--- config.mk ---
export PLATFORM = sky130hd
export DESIGN_NAME = t2_lane_arbiter
export DESIGN_NICKNAME = d
export VERILOG_FILES = /design/src/rtl/t2_lane_arbiter.sv
export SDC_FILE = /design/constraint.sdc
export NUM_CORES = 1
export LEC_CHECK = 0
export BUFFER_PORTS_ARGS = -buffer_cell sky130_fd_sc_hd__buf_4
export CAP_MARGIN = 20
export CORE_AREA = 2 2 97 99
export DETAILED_ROUTE_END_ITERATION = 7
export DIE_AREA = 0 0 99 101
export MAX_ROUTING_LAYER = met4
export PLACE_DENSITY = 0.8
export RECOVER_POWER = 25
export SLEW_MARGIN = 25
export SYNTH_ARGS = -nofsm -noshare
export SYNTH_HDL_FRONTEND = slang
export SYNTH_SLANG_ARGS = --single-unit
--- constraint.sdc ---
create_clock -name clk -period 1.8 [get_ports clk]
set_input_delay 0 -clock clk [delete_from_list [all_inputs] [get_ports clk]]
set_output_delay 0 -clock clk [all_outputs]
set_load 0.005 [all_outputs]
--- src/rtl/t2_lane_arbiter.sv ---
// Round-robin arbiter sharing one registered output slot among NREQ valid/ready requesters.
// Define T2ARB_LOCK_EN to add in_last and hold the grant across a multi-beat packet.
module t2_lane_arbiter #(
  parameter int DW   = 46,
  parameter int NREQ = 4,
  parameter int SW   = $clog2(NREQ)
) (
  input  logic              clk,
  input  logic              rst_n,
  input  logic [NREQ-1:0]   in_valid,
  input  logic [NREQ*DW-1:0] in_data,
`ifdef T2ARB_LOCK_EN
  input  logic [NREQ-1:0]   in_last,
`endif
  output logic [NREQ-1:0]   in_ready,
  output logic              out_valid,
  output logic [DW-1:0]     out_data,
  output logic [SW-1:0]     out_src,
  output logic              out_last,
  input  logic              out_ready
);

  typedef enum logic {S_EMPTY = 1'b0, S_FULL = 1'b1} state_t;

  state_t        state;
  logic [SW-1:0] rr_ptr;
  logic          accept_en;
  logic          win_found;
  logic [SW-1:0] win_idx;
  logic          win_last;
  logic          grant;

`ifdef T2ARB_LOCK_EN
  logic          lock;
  logic [SW-1:0] lock_src;
`endif

  assign accept_en = (state == S_EMPTY) | out_ready;

  // Cyclic scan starting just after the last winner; a held lock narrows eligibility to lock_src.
  always_comb begin
    int            j;
    logic [SW-1:0] cand;
    logic          eligible;
    win_found = 1'b0;
    win_idx   = '0;
    j         = 0;
    cand      = '0;
    eligible  = 1'b0;
    for (int k = 1; k <= NREQ; k++) begin
      j = int'(rr_ptr) + k;
      if (j >= NREQ) j = j - NREQ;
      cand     = SW'(j);
      eligible = in_valid[cand];
`ifdef T2ARB_LOCK_EN
      if (lock && (cand != lock_src)) eligible = 1'b0;
`endif
      if (!win_found && eligible) begin
        win_found = 1'b1;
        win_idx   = cand;
      end
    end
  end

`ifdef T2ARB_LOCK_EN
  assign win_last = in_last[win_idx];
`else
  assign win_last = 1'b1;
`endif

  assign grant = rst_n & accept_en & win_found;

  always_comb begin
    in_ready = '0;
    if (grant) in_ready[win_idx] = 1'b1;
  end

  // Output slot: loads on every accepted beat, drains when downstream takes it without a refill.
  always_ff @(posedge clk) begin
    if (!rst_n) begin
      state     <= S_EMPTY;
      out_valid <= 1'b0;
      out_data  <= '0;
      out_src   <= '0;
      out_last  <= 1'b0;
      rr_ptr    <= SW'(NREQ - 1);
`ifdef T2ARB_LOCK_EN
      lock      <= 1'b0;
      lock_src  <= '0;
`endif
    end else begin
      if (grant) begin
        state     <= S_FULL;
        out_valid <= 1'b1;
        out_data  <= in_data[int'(win_idx)*DW +: DW];
        out_src   <= win_idx;
        out_last  <= win_last;
`ifdef T2ARB_LOCK_EN
        if (win_last) begin
          rr_ptr <= win_idx;
          lock   <= 1'b0;
        end else begin
          lock     <= 1'b1;
          lock_src <= win_idx;
        end
`else
        rr_ptr    <= win_idx;
`endif
      end else if ((state == S_FULL) && out_ready) begin
        state     <= S_EMPTY;
        out_valid <= 1'b0;
      end
    end
  end

endmodule
==> reports/summary.log <==
INFO  status         status=finished with violations
INFO  status         failed_checks=negative setup slack
INFO  global_route   gr-total-overflow=0
INFO  clock_tree     clk_transition_reported_paths=0.10ns
INFO  synth          postSynth.topFlopCell=sky130_fd_sc_hd__dfxtp_1
INFO  global_route   largest_net_degree_at_the_start_of_global_routing=33
INFO  sta            skew=0.00805ns
INFO  sta            timing.slew.headroom=76.3%
INFO  worst_setup_path reg2reg_from=rr_ptr[1]
INFO  cells_and_area num-nets-final=801
INFO  synth          synth.lib_cells_used.distinct=37
INFO  cells_and_area layout_commonest_cell=sky130_fd_sc_hd__buf_4
INFO  power          p_leak=2.64nW
INFO  floorplanning  rows=35
INFO  route          drt_first_pass_iters=4
INFO  floorplanning  core_region_area=8980um^2
INFO  sta            final.min_clock_period=1.85ns
INFO  global_route   first_global_vias=4025
INFO  floorplanning  chipHeight=101um
INFO  synth          synthArstFlopShare=0%
INFO  worst_hold_path min_from=in_data[2]
INFO  power          p_sw=1.32mW
INFO  placed_design  place.detailed.hpwl=9430um
INFO  power          power.sequential.fraction=36.3%
INFO  synth          mappedNetlistArea=3240um^2
INFO  worst_setup_path startpoint_type=flop
INFO  clock_tree     max-clock-path-buffers=2
INFO  power          clkPwrFrac=16.1%
INFO  floorplanning  dieWidth=99um
INFO  floorplanning  initial_core_utilization=36.1%
INFO  placed_design  placement.io_buffers=244
INFO  synth          synth.yosys.seq_area_share=32.1%
INFO  cells_and_area layout.cells.most_common_list=sky130_fd_sc_hd__buf_4 (244), sky130_fd_sc_hd__a211oi_1 (51), sky130_fd_sc_hd__dfxtp_1 (51)
INFO  sta            share_of_the_clock_period_used_by_the_worst_path=103%
INFO  worst_setup_path critical_path.startpoint=rr_ptr[1]
INFO  worst_setup_path rrSetupSlack=-0.05ns
INFO  sta            setup_viol_count_final=17
INFO  clock_tree     cts_tree=built
INFO  cells_and_area final_design_instance_area_without_fill=5680um^2
INFO  flow_run       max-cap-violations=0
INFO  power          internal_power=2.75mW
INFO  power          power_per_cell_area=716nW/um^2
INFO  placed_design  placement.cell_area=5350um^2
INFO  power          power.ir.vdd_worst=0.315mV
INFO  cells_and_area diodes=0
INFO  cells_and_area drive_gt1_share=51.6%
INFO  global_route   global_route.usage.total=24.3%
INFO  sta            achievable-frequency=540MHz
INFO  route          vias=3964
INFO  worst_setup_path worst-setup-path-type=flop to flop
INFO  synth          yosys_register_bits=52
INFO  worst_setup_path r2r-end=out_data[6]
INFO  cells_and_area finish.utilization=63.3%
INFO  route          post_drt_wl_per_cell=17.9um
INFO  clock_tree     insertion_delay=0.30ns
INFO  placed_design  pre_cts_slack=-0.0358ns
INFO  power          p_sw_share=32.5%
INFO  sta            setup_total_negative_slack=-0.551ns
INFO  clock_tree     numCtsBuffers=5
INFO  clock_tree     cts.root.buffer_cell=sky130_fd_sc_hd__clkbuf_8
INFO  floorplanning  io-pin-count=245
INFO  sta            layout_setup_ws=-0.0507ns
INFO  worst_setup_path worst_reg_to_reg_cells=6
INFO  worst_setup_path crit_path_to=out_data[6]
INFO  route          vias_per_cell=5.50
INFO  cells_and_area synthToLayoutAreaGrowth=75.3%
INFO  worst_setup_path critical_path_peak_fanout=14
INFO  synth          synthesis.yosys.warnings=0
INFO  sta            finalHoldWorstSlack=0.0153ns
INFO  route          wirelength=12900um
INFO  worst_setup_path crit_path_end_kind=flop
INFO  clock_tree     clock_tree.htree_level_count=2
INFO  sta            hold_viol=0
INFO  floorplanning  dieArea=10000um^2
INFO  worst_setup_path arrival_time_worst_endpoint=2.05ns
INFO  power          share_comb_of_total_power=47.6%
INFO  placed_design  place.gp.congestion=0.870
INFO  global_route   grt_pass1_wl=19100um
INFO  synth          syn_nets=554
INFO  global_route   number_of_antenna_violations_at_the_first_check_in_global_routing=0
INFO  synth          syn-mean-instance-area=8.93um^2
INFO  synth          synth_edf_count=0
INFO  worst_hold_path hp-class=input pin to flop
INFO  synth          synth_cells=363
INFO  worst_setup_path timing.critical_path.required=2.00ns
INFO  sta            final-max-slew-violation-count=0
INFO  clock_tree     clock_sink_count=52
INFO  route          drt_iter0_markers=139
INFO  sta            tightestPinTransition=0.355ns
INFO  route          route.antenna.remaining_nets=0
INFO  route          post-route-drc-count=0
INFO  sta            grt_setup_unrepaired=true
## power by group through the flow
stage | Clock [mW] | Combinational [mW] | Sequential [mW]
6_report | 0.656 | 1.94 | 1.48
5_1_grt | 0.718 | 2.08 | 1.50
4_1_cts | 0.679 | 1.79 | 1.48
3_5_place_dp | 0 | 1.75 | 1.50
3_3_place_gp | 0 | 1.71 | 1.49
2_1_floorplan | 0 | 0.837 | 1.50
## cells in the mapped netlist, types with 2 or more instances
master / instances / area, um^2
sky130_fd_sc_hd__clkbuf_1: 17 / 63.8
sky130_fd_sc_hd__mux2_2: 17 / 191
sky130_fd_sc_hd__nand3_1: 18 / 90.1
sky130_fd_sc_hd__a2bb2oi_1: 2 / 17.5
sky130_fd_sc_hd__a21boi_0: 29 / 218
sky130_fd_sc_hd__buf_2: 9 / 45.0
sky130_fd_sc_hd__o21ai_0: 19 / 95.1
sky130_fd_sc_hd__nor2_1: 7 / 26.3
sky130_fd_sc_hd__buf_6: 6 / 67.6
sky130_fd_sc_hd__a211oi_1: 58 / 435
sky130_fd_sc_hd__dfxtp_1: 52 / 1040
sky130_fd_sc_hd__nand2b_1: 2 / 12.5
sky130_fd_sc_hd__buf_1: 2 / 7.51
sky130_fd_sc_hd__a221o_1: 17 / 170
sky130_fd_sc_hd__nand2_1: 2 / 7.51
sky130_fd_sc_hd__a21oi_1: 49 / 245
sky130_fd_sc_hd__mux2i_1: 30 / 300
sky130_fd_sc_hd__buf_4: 5 / 37.5
sky130_fd_sc_hd__inv_1: 4 / 15.0
## worst max-delay path, stage by stage, from the launching register on
cell                        delay, ns
sky130_fd_sc_hd__dfxtp_4         0.39
sky130_fd_sc_hd__mux2i_4         0.27
sky130_fd_sc_hd__o2bb2ai_4       0.10
sky130_fd_sc_hd__nor2_4          0.16
sky130_fd_sc_hd__buf_12          0.18
sky130_fd_sc_hd__mux2_2          0.34
sky130_fd_sc_hd__a221o_1         0.29
## sequential cells by signal, indices dropped and copies added (netlist names)
name / flops
state: 1
out_last: 1
out_src: 2
out_data: 46
rr_ptr: 2
## through the flow
stage | instances | power (mW)
finish | 721 | 4.07
global route | 721 | 4.29
CTS | 712 | 3.94
detailed placement | 702 | 3.25
global placement | 702 | 3.20
floorplan | 363 | 2.34
## routing by layer
metal  routed length [um]  vias to the layer above  share of wire (%)  track usage, %
met1                 4870                     1843                 38            26.5
met3                  861                       28                6.7            4.72
met2                 6890                      189                 53            44.2
met5                    0                        -                  0               -
li1                     -                     1904                  -               -
met4                  318                        0                2.5            8.32
## cells by family (layout without fill, tap and decap cells)
kind of cell	Yosys count	count (layout)	synth area share, %
AND/OR/NAND/NOR	38	38	6.37
AO/OA/AOI/OAI	182	182	38.6
multiplexers	47	47	15.2
flip-flops	52	52	32.1
buffers and inverters	44	291	7.76
## area by class of cell
class                      count  area (um^2)
inverter                       4         15.0
clock inverter                 1         5.00
sequential                    52         1040
fill                         730         3290
clock buffer                   6         72.6
multi-input combinational    267         2080
timing repair buffer         280         2330
tap                          111          139
## timing repair
action | 4_1_cts | 5_1_grt
endpoints found under the hold margin | 2 | 1
resized for setup | 4 | 19
cloned | 0 | 5
hold buffers | 1 | 1
endpoints found under the setup margin | 22 | 43
pin swaps | 1 | 16
setup buffers | 2 | 3
## how the worst min path moves through the flow
stage / to / slack, ns / cells after the start
global placement: out_last / 0.27 / 3
floorplan: state / 0.17 / 2
detailed placement: out_last / 0.28 / 3
CTS: state / 0.01 / 3
finish: out_data[2] / 0.02 / 3
global route: out_data[40] / 0.02 / 3
(Power assumes the default switching activity.)
